### src/rtl/register_bank.sv
// General-purpose register bank: NREG load-enabled registers, two read ports,
// and a PC (top register) that can increment in place; sticky multi-write flag.
module register_bank #(
   parameter int N    = 16,
   parameter int NREG = 8,
   parameter int AW   = 3
) (
   input  logic            Clock,
   input  logic            Resetn,
   input  logic [N-1:0]    RegEntrada,
   input  logic [NREG-1:0] RIn,
   input  logic            IncrPC,
   input  logic [AW-1:0]   RdAddrA,
   input  logic [AW-1:0]   RdAddrB,
   output logic [N-1:0]    RdDataA,
   output logic [N-1:0]    RdDataB,
   output logic [N-1:0]    PCOut,
   output logic            WrErr
);

   logic [N-1:0] r_regs [NREG];
   logic         r_wrErr;
   logic [N-1:0] w_readTable [2**AW];

   // A load on the PC takes priority over the increment.
   always_ff @(posedge Clock or negedge Resetn) begin
      if (!Resetn) begin
         for (int i = 0; i < NREG; i++) begin
            r_regs[i] <= '0;
         end
         r_wrErr <= 1'b0;
      end else begin
         for (int i = 0; i < NREG; i++) begin
            if (RIn[i]) begin
               r_regs[i] <= RegEntrada;
            end else if ((i == NREG - 1) && IncrPC) begin
               r_regs[i] <= r_regs[i] + N'(1);
            end
         end
         if ($countones(RIn) > 1) begin
            r_wrErr <= 1'b1;
         end
      end
   end

   // Addresses beyond the last register read back as zero.
   for (genvar g = 0; g < 2**AW; g++) begin : g_read
      if (g < NREG) begin : g_real
         assign w_readTable[g] = r_regs[g];
      end else begin : g_empty
         assign w_readTable[g] = '0;
      end
   end

   assign RdDataA = w_readTable[RdAddrA];
   assign RdDataB = w_readTable[RdAddrB];
   assign PCOut   = r_regs[NREG-1];
   assign WrErr   = r_wrErr;

endmodule

### config.mk
export PLATFORM = sky130hd
export DESIGN_NAME = register_bank
export DESIGN_NICKNAME = d
export VERILOG_FILES = /design/src/rtl/register_bank.sv
export SDC_FILE = /design/constraint.sdc
export NUM_CORES = 1
export LEC_CHECK = 0
export ABC_AREA = 1
export CORE_ASPECT_RATIO = 1.2
export CORE_UTILIZATION = 35
export CTS_CLUSTER_SIZE = 14
export DETAILED_ROUTE_END_ITERATION = 12
export PLACE_DENSITY = 0.58
export SLEW_MARGIN = 20
export SYNTH_ARGS = -nofsm -noshare
export SYNTH_HDL_FRONTEND = slang
export SYNTH_SLANG_ARGS = --single-unit
export TNS_END_PERCENT = 50
### constraint.sdc
create_clock -name Clock -period 1.1 [get_ports Clock]
set_input_delay 0.22 -clock Clock [delete_from_list [all_inputs] [get_ports Clock]]
set_output_delay 0.22 -clock Clock [all_outputs]
set_load 0.1 [all_outputs]
-- Word-level counts from Yosys, hierarchy flattened
Index checks and enable logic that the tools add are counted.
- bits in registers: 129
- latch bits: 0
- RAM bits: 0
- bits in read-only memories: 0
- input port bits: 33
- word-level logic and storage cells: 31
- memories kept: 0
- add/sub/neg operators: 8
- $mul: 0
- divide/modulo/power cells: 0
- $lt $le $gt $ge: 3
- equality and inequality tests: 0
- shifts and indexed selects: 0
- muxes and demuxes: 8
- bitwise logic cells: 2
- reduce and logical (&&, ||, !) cells: 1
- operator list (kind ; number):
    binary-select mux 16 bit (select 3 bit) ; 2
    2-to-1 mux 16 bit ; 6
    adder 16 x 1 -> 16 bit, second input constant ; 1
    adder 1 x 1 -> 2 bit ; 4
    >= comparator 4 bit, second input constant ; 2
    inverter 3 -> 4 bit ; 2
    adder 2 x 2 -> 3 bit ; 2
    adder 3 x 3 -> 4 bit ; 1
    > comparator 4 x 1 -> 1 bit, second input constant ; 1
    nonzero test 2 bit ; 1

-- Depth between registers and ports, before layout
- depth after elaboration: 4
- depth in mapped cells: 13
- mapped depth without buffers: 12

-- Least setup slack after synthesis
Ideal clock, no wire load.
- path kind: input to register
- from: input port RIn[0]
- to: register r_wrErr (netlist: WrErr)
- setup time: 138 ps
- data arrival time: 2534 ps
- required time: 962 ps
- slack: -1572 ps
- stages on the path: 12
- path buffers: 0
- cells stage by stage: fa_1 inv_1 fa_1 fa_1 inv_1 ha_1 inv_1 fa_1 nor2_1 nand2_1 nand2_1 o2111ai_1
- cells in the longest elaborated chain, start to end: 4
- ends and longest elaborated chain (what ; line ; source):
    start, declared ; 11 ; input logic [NREG-1:0] RIn,
    adder 1 x 1 -> 2 bit (not written as such) ; 40 ; if ($countones(RIn) > 1) begin
    adder 2 x 2 -> 3 bit (not written as such) ; 40 ;
    adder 3 x 3 -> 4 bit (not written as such) ; 40 ;
    > comparator 4 x 1 -> 1 bit ; 40 ;
    end signal, assigned ; 31 ; r_wrErr <= 1'b0;
    end signal, assigned ; 41 ; r_wrErr <= 1'b1;
    end, declared ; 22 ; logic r_wrErr;
No other way between the ends.
A chain may end at the register's enable or synchronous reset.

-- Worst setup path after layout
Ends and elaborated chain as after synthesis.

==> run_results.csv <==
group,metric,value,unit
timing,fmax,0.3992,GHz
clocking,cts_tree,"done",
global_routing,antenna_found_initial,0,
critical_path,path_buf_inv,4,
timing,maxSlewHeadroom,69.85,%
global_routing,grt_usage,22.65,%
cells_and_area,num_antenna_cells,0,
timing,tightest_slew,451.5,ps
floorplanning,die_w,138.3,microns
yosys,netlist_top_cells_area,"dfrtp_1, nand2_1, o21ai_0",
placement,io_buffer_count,81,
route,wl_per_cell,17.13,microns
hold_path,hold_class,"in -> reg",
global_routing,grt_max_degree,65,
route,ant_nets,0,
yosys,ys_ff_latch,129,
critical_path,critPathKind,"in -> reg",
yosys,synth_area,7802,sq um
critical_path,cp_slowest_cell,"fa_1",
route,vias_per_cell,5.160,
placement,gp_congestion,0.8444,
global_routing,grt_pass1_wl,39.88,mm
yosys,synth_nets,1092,
yosys,ys_warn_count,0,
critical_path,required,1390,ps
cells_and_area,layout.nets,1224,
power,power.density,1576,nW/um^2
critical_path,critPathLaunchType,"primary input",
clocking,h-tree-depth,4,
critical_path,path_cells,"buf_8 -> fa_1 -> inv_2 -> fa_1 -> fa_1 -> inv_1 -> ha_2 -> inv_2 -> fa_2 -> nor2_1 -> nand2_1 -> nand2_1 -> o2111ai_2",
cells_and_area,area_delta_synth_final,47.58,%
yosys,ys_types,33,
cells_and_area,n_fill_cell,1964,
placement,place_ws,-2222,ps
critical_path,cp_max_fo,2,
yosys,syn_inst,1051,
floorplanning,die_y,165.6,microns
clocking,root_buffer,"clkbuf_16",
floorplanning,num_rows,59,
critical_path,path_delay_family,"adder cells",
timing,rsz0062_at_grt,"true",
clocking,numClockSinks,129,
job,drv_cap,0,
power,p_leak,5.197,nW
clocking,cts_buffer_depth,2,
route,initialDrtViolationCount,614,
critical_path,rrSetupSlack,-210,ps
floorplanning,io_pins,82,
timing,layout_min_cycle_time,2505,ps
critical_path,arrival,2800,ps
cells_and_area,final_common_cell,"nand2_1",
route,firstDrtPassIters,9,
global_routing,grt_pass1_vias,7403,
global_routing,grt-ovfl-total,0,
floorplanning,dieArea,22900,sq um
run_status,violations,"design-rule violations, negative setup slack",
clocking,path_clk_slew,60,ps
placement,dp_hpwl,17.03,mm
timing,finClkSkew,2.457,ps
clocking,cts-buffers-inserted,17,
timing,post-route-period-util,227.7,%
power,p_total,0.01815,W
timing,setup-violations-final,65,
run_status,status,"complete, but fails checks",
yosys,synth.top_cell.area_share,41.37,%
floorplanning,start_util,35.83,%
critical_path,max_stage_delay,550,ps
cells_and_area,final_cell_mix,"nand2_1, dfrtp_1, o21ai_1, o21ai_0, buf_4",
cells_and_area,multiInputGateArea,4507,sq um
floorplanning,coreArea,21780,sq um
timing,layout_setup_ws,-1405,ps
clocking,worstSkewPairLatency,420,ps
yosys,ys_seq_area_share,41.37,%
route,vias,7580,
critical_path,path_common_cell,"fa_1",
yosys,synth_area_leader_cell,"dfrtp_1",
yosys,avgSynthCellArea,7.424,sq um
timing,final_max_slew_viol_count,0,
power,ir_worst_vdd,0.9116,mV
route,drt_wl_total,25.17,mm
timing,hold_viol,0,
cells_and_area,drive_gt1_share,38.08,%
cells_and_area,regArea,3232,sq um
route,drc,8,
critical_path,cp-end-kind,"flip-flop",
[registers in the layout, indices dropped and copies added (netlist names)]
| register | flops |
|---|---|
| r_regs | 112 |
| PCOut | 16 |
| WrErr | 1 |
[final timing paths]
kind | from | to | cells past startpoint
min in group asynchronous | Resetn | r_regs[122]$_DFFE_PN0P_ | 2
worst max-delay path | RIn[0] | WrErr$_DFFE_PN0N_ | 13
max in group asynchronous | Resetn | PCOut[13]$_DFFE_PN0P_ | 3
worst max register to register | PCOut[0]$_DFFE_PN0P_ | PCOut[8]$_DFFE_PN0P_ | 8
worst min register to register | r_regs[20]$_DFFE_PN0P_ | r_regs[20]$_DFFE_PN0P_ | 2
worst min-delay path | RIn[1] | r_regs[98]$_DFFE_PN0P_ | 2
[cells by family (layout without fill, tap and decap cells)]
| kind of cell | count (synthesis) | count (layout) | synth area share, % |
|---|---|---|---|
| simple gates | 380 | 380 | 19.58 |
| compound gates | 331 | 331 | 21.92 |
| buf+inv | 166 | 310 | 10.28 |
| flops | 129 | 129 | 41.37 |
| mux | 32 | 32 | 4.618 |
| fa+ha+maj | 8 | 8 | 1.668 |
| xor+xnor | 5 | 5 | 0.5614 |
[power by group]
group,internal [W],total [W],switching (W)
registers,0.00520,0.00552,0.000326
clock network,0.00423,0.00635,0.00211
logic,0.00239,0.00627,0.00388
[layout make-up]
cell class	instances	area share (%)
multi-input cells	756	39.14
flip-flops and latches	129	28.07
repair buffers	199	21.37
clock buffers	21	4.173
well taps	274	2.977
inverters	80	2.706
clock inverters	10	1.565
[repair_timing]
action                                  in CTS  in global routing
setup buffers                                8                  7
hold endpoints to repair                    26                  0
gates resized for setup                    174                 91
hold buffers                                 1                  0
endpoints found under the setup margin      70                 65
pin swaps                                   79                 80
[metrics by stage]
step | area [sq um] | cells | setup TNS (ps) | util [%] | hold slack, ps
floorplan | 8168 | 1051 | -13760 | - | -75.59
CTS | 11250 | 1462 | -28450 | 51.66 | 23.72
detailed placement | 10210 | 1422 | -62990 | 46.90 | 130.6
finish | 11510 | 1469 | -28120 | 52.88 | 26.35
global placement | 10210 | 1422 | -61400 | 46.90 | 129.7
global route | 11510 | 1469 | -32300 | 52.88 | 38.39
[layer usage]
layer | share of wire [%] | GRT usage, % | vias up | wire (microns)
li1 | - | - | 3701 | -
met3 | 4.3 | 2.710 | 40 | 1075
met1 | 45 | 29.44 | 3612 | 11400
met5 | 0 | 0 | - | 0
met4 | 2.2 | 8.682 | 0 | 551
met2 | 48 | 38.69 | 227 | 12140
[synthesized netlist by cell type]
library cell	count
nand2_1	307
o21ai_0	147
dfrtp_1	129
a21oi_1	99
inv_1	69
o21ai_1	67
nor2_1	38
mux2_2	32
buf_2	28
clkbuf_1	26
buf_4	24
nand3_1	15
a22oi_1	12
buf_6	7
inv_2	7
nor2_2	6
fa_1	4
ha_1	4
nand2_2	4
clkinv_1	3
nand2_4	3
xnor2_1	3
nand3_2	2
nand4_1	2
nor2_4	2
o211ai_1	2
o21bai_2	2
xor2_1	2
buf_1	1
clkinv_2	1
o2111ai_1	1
o21bai_1	1
or2_1	1
Note: power is estimated with default switching activity, not from simulation.
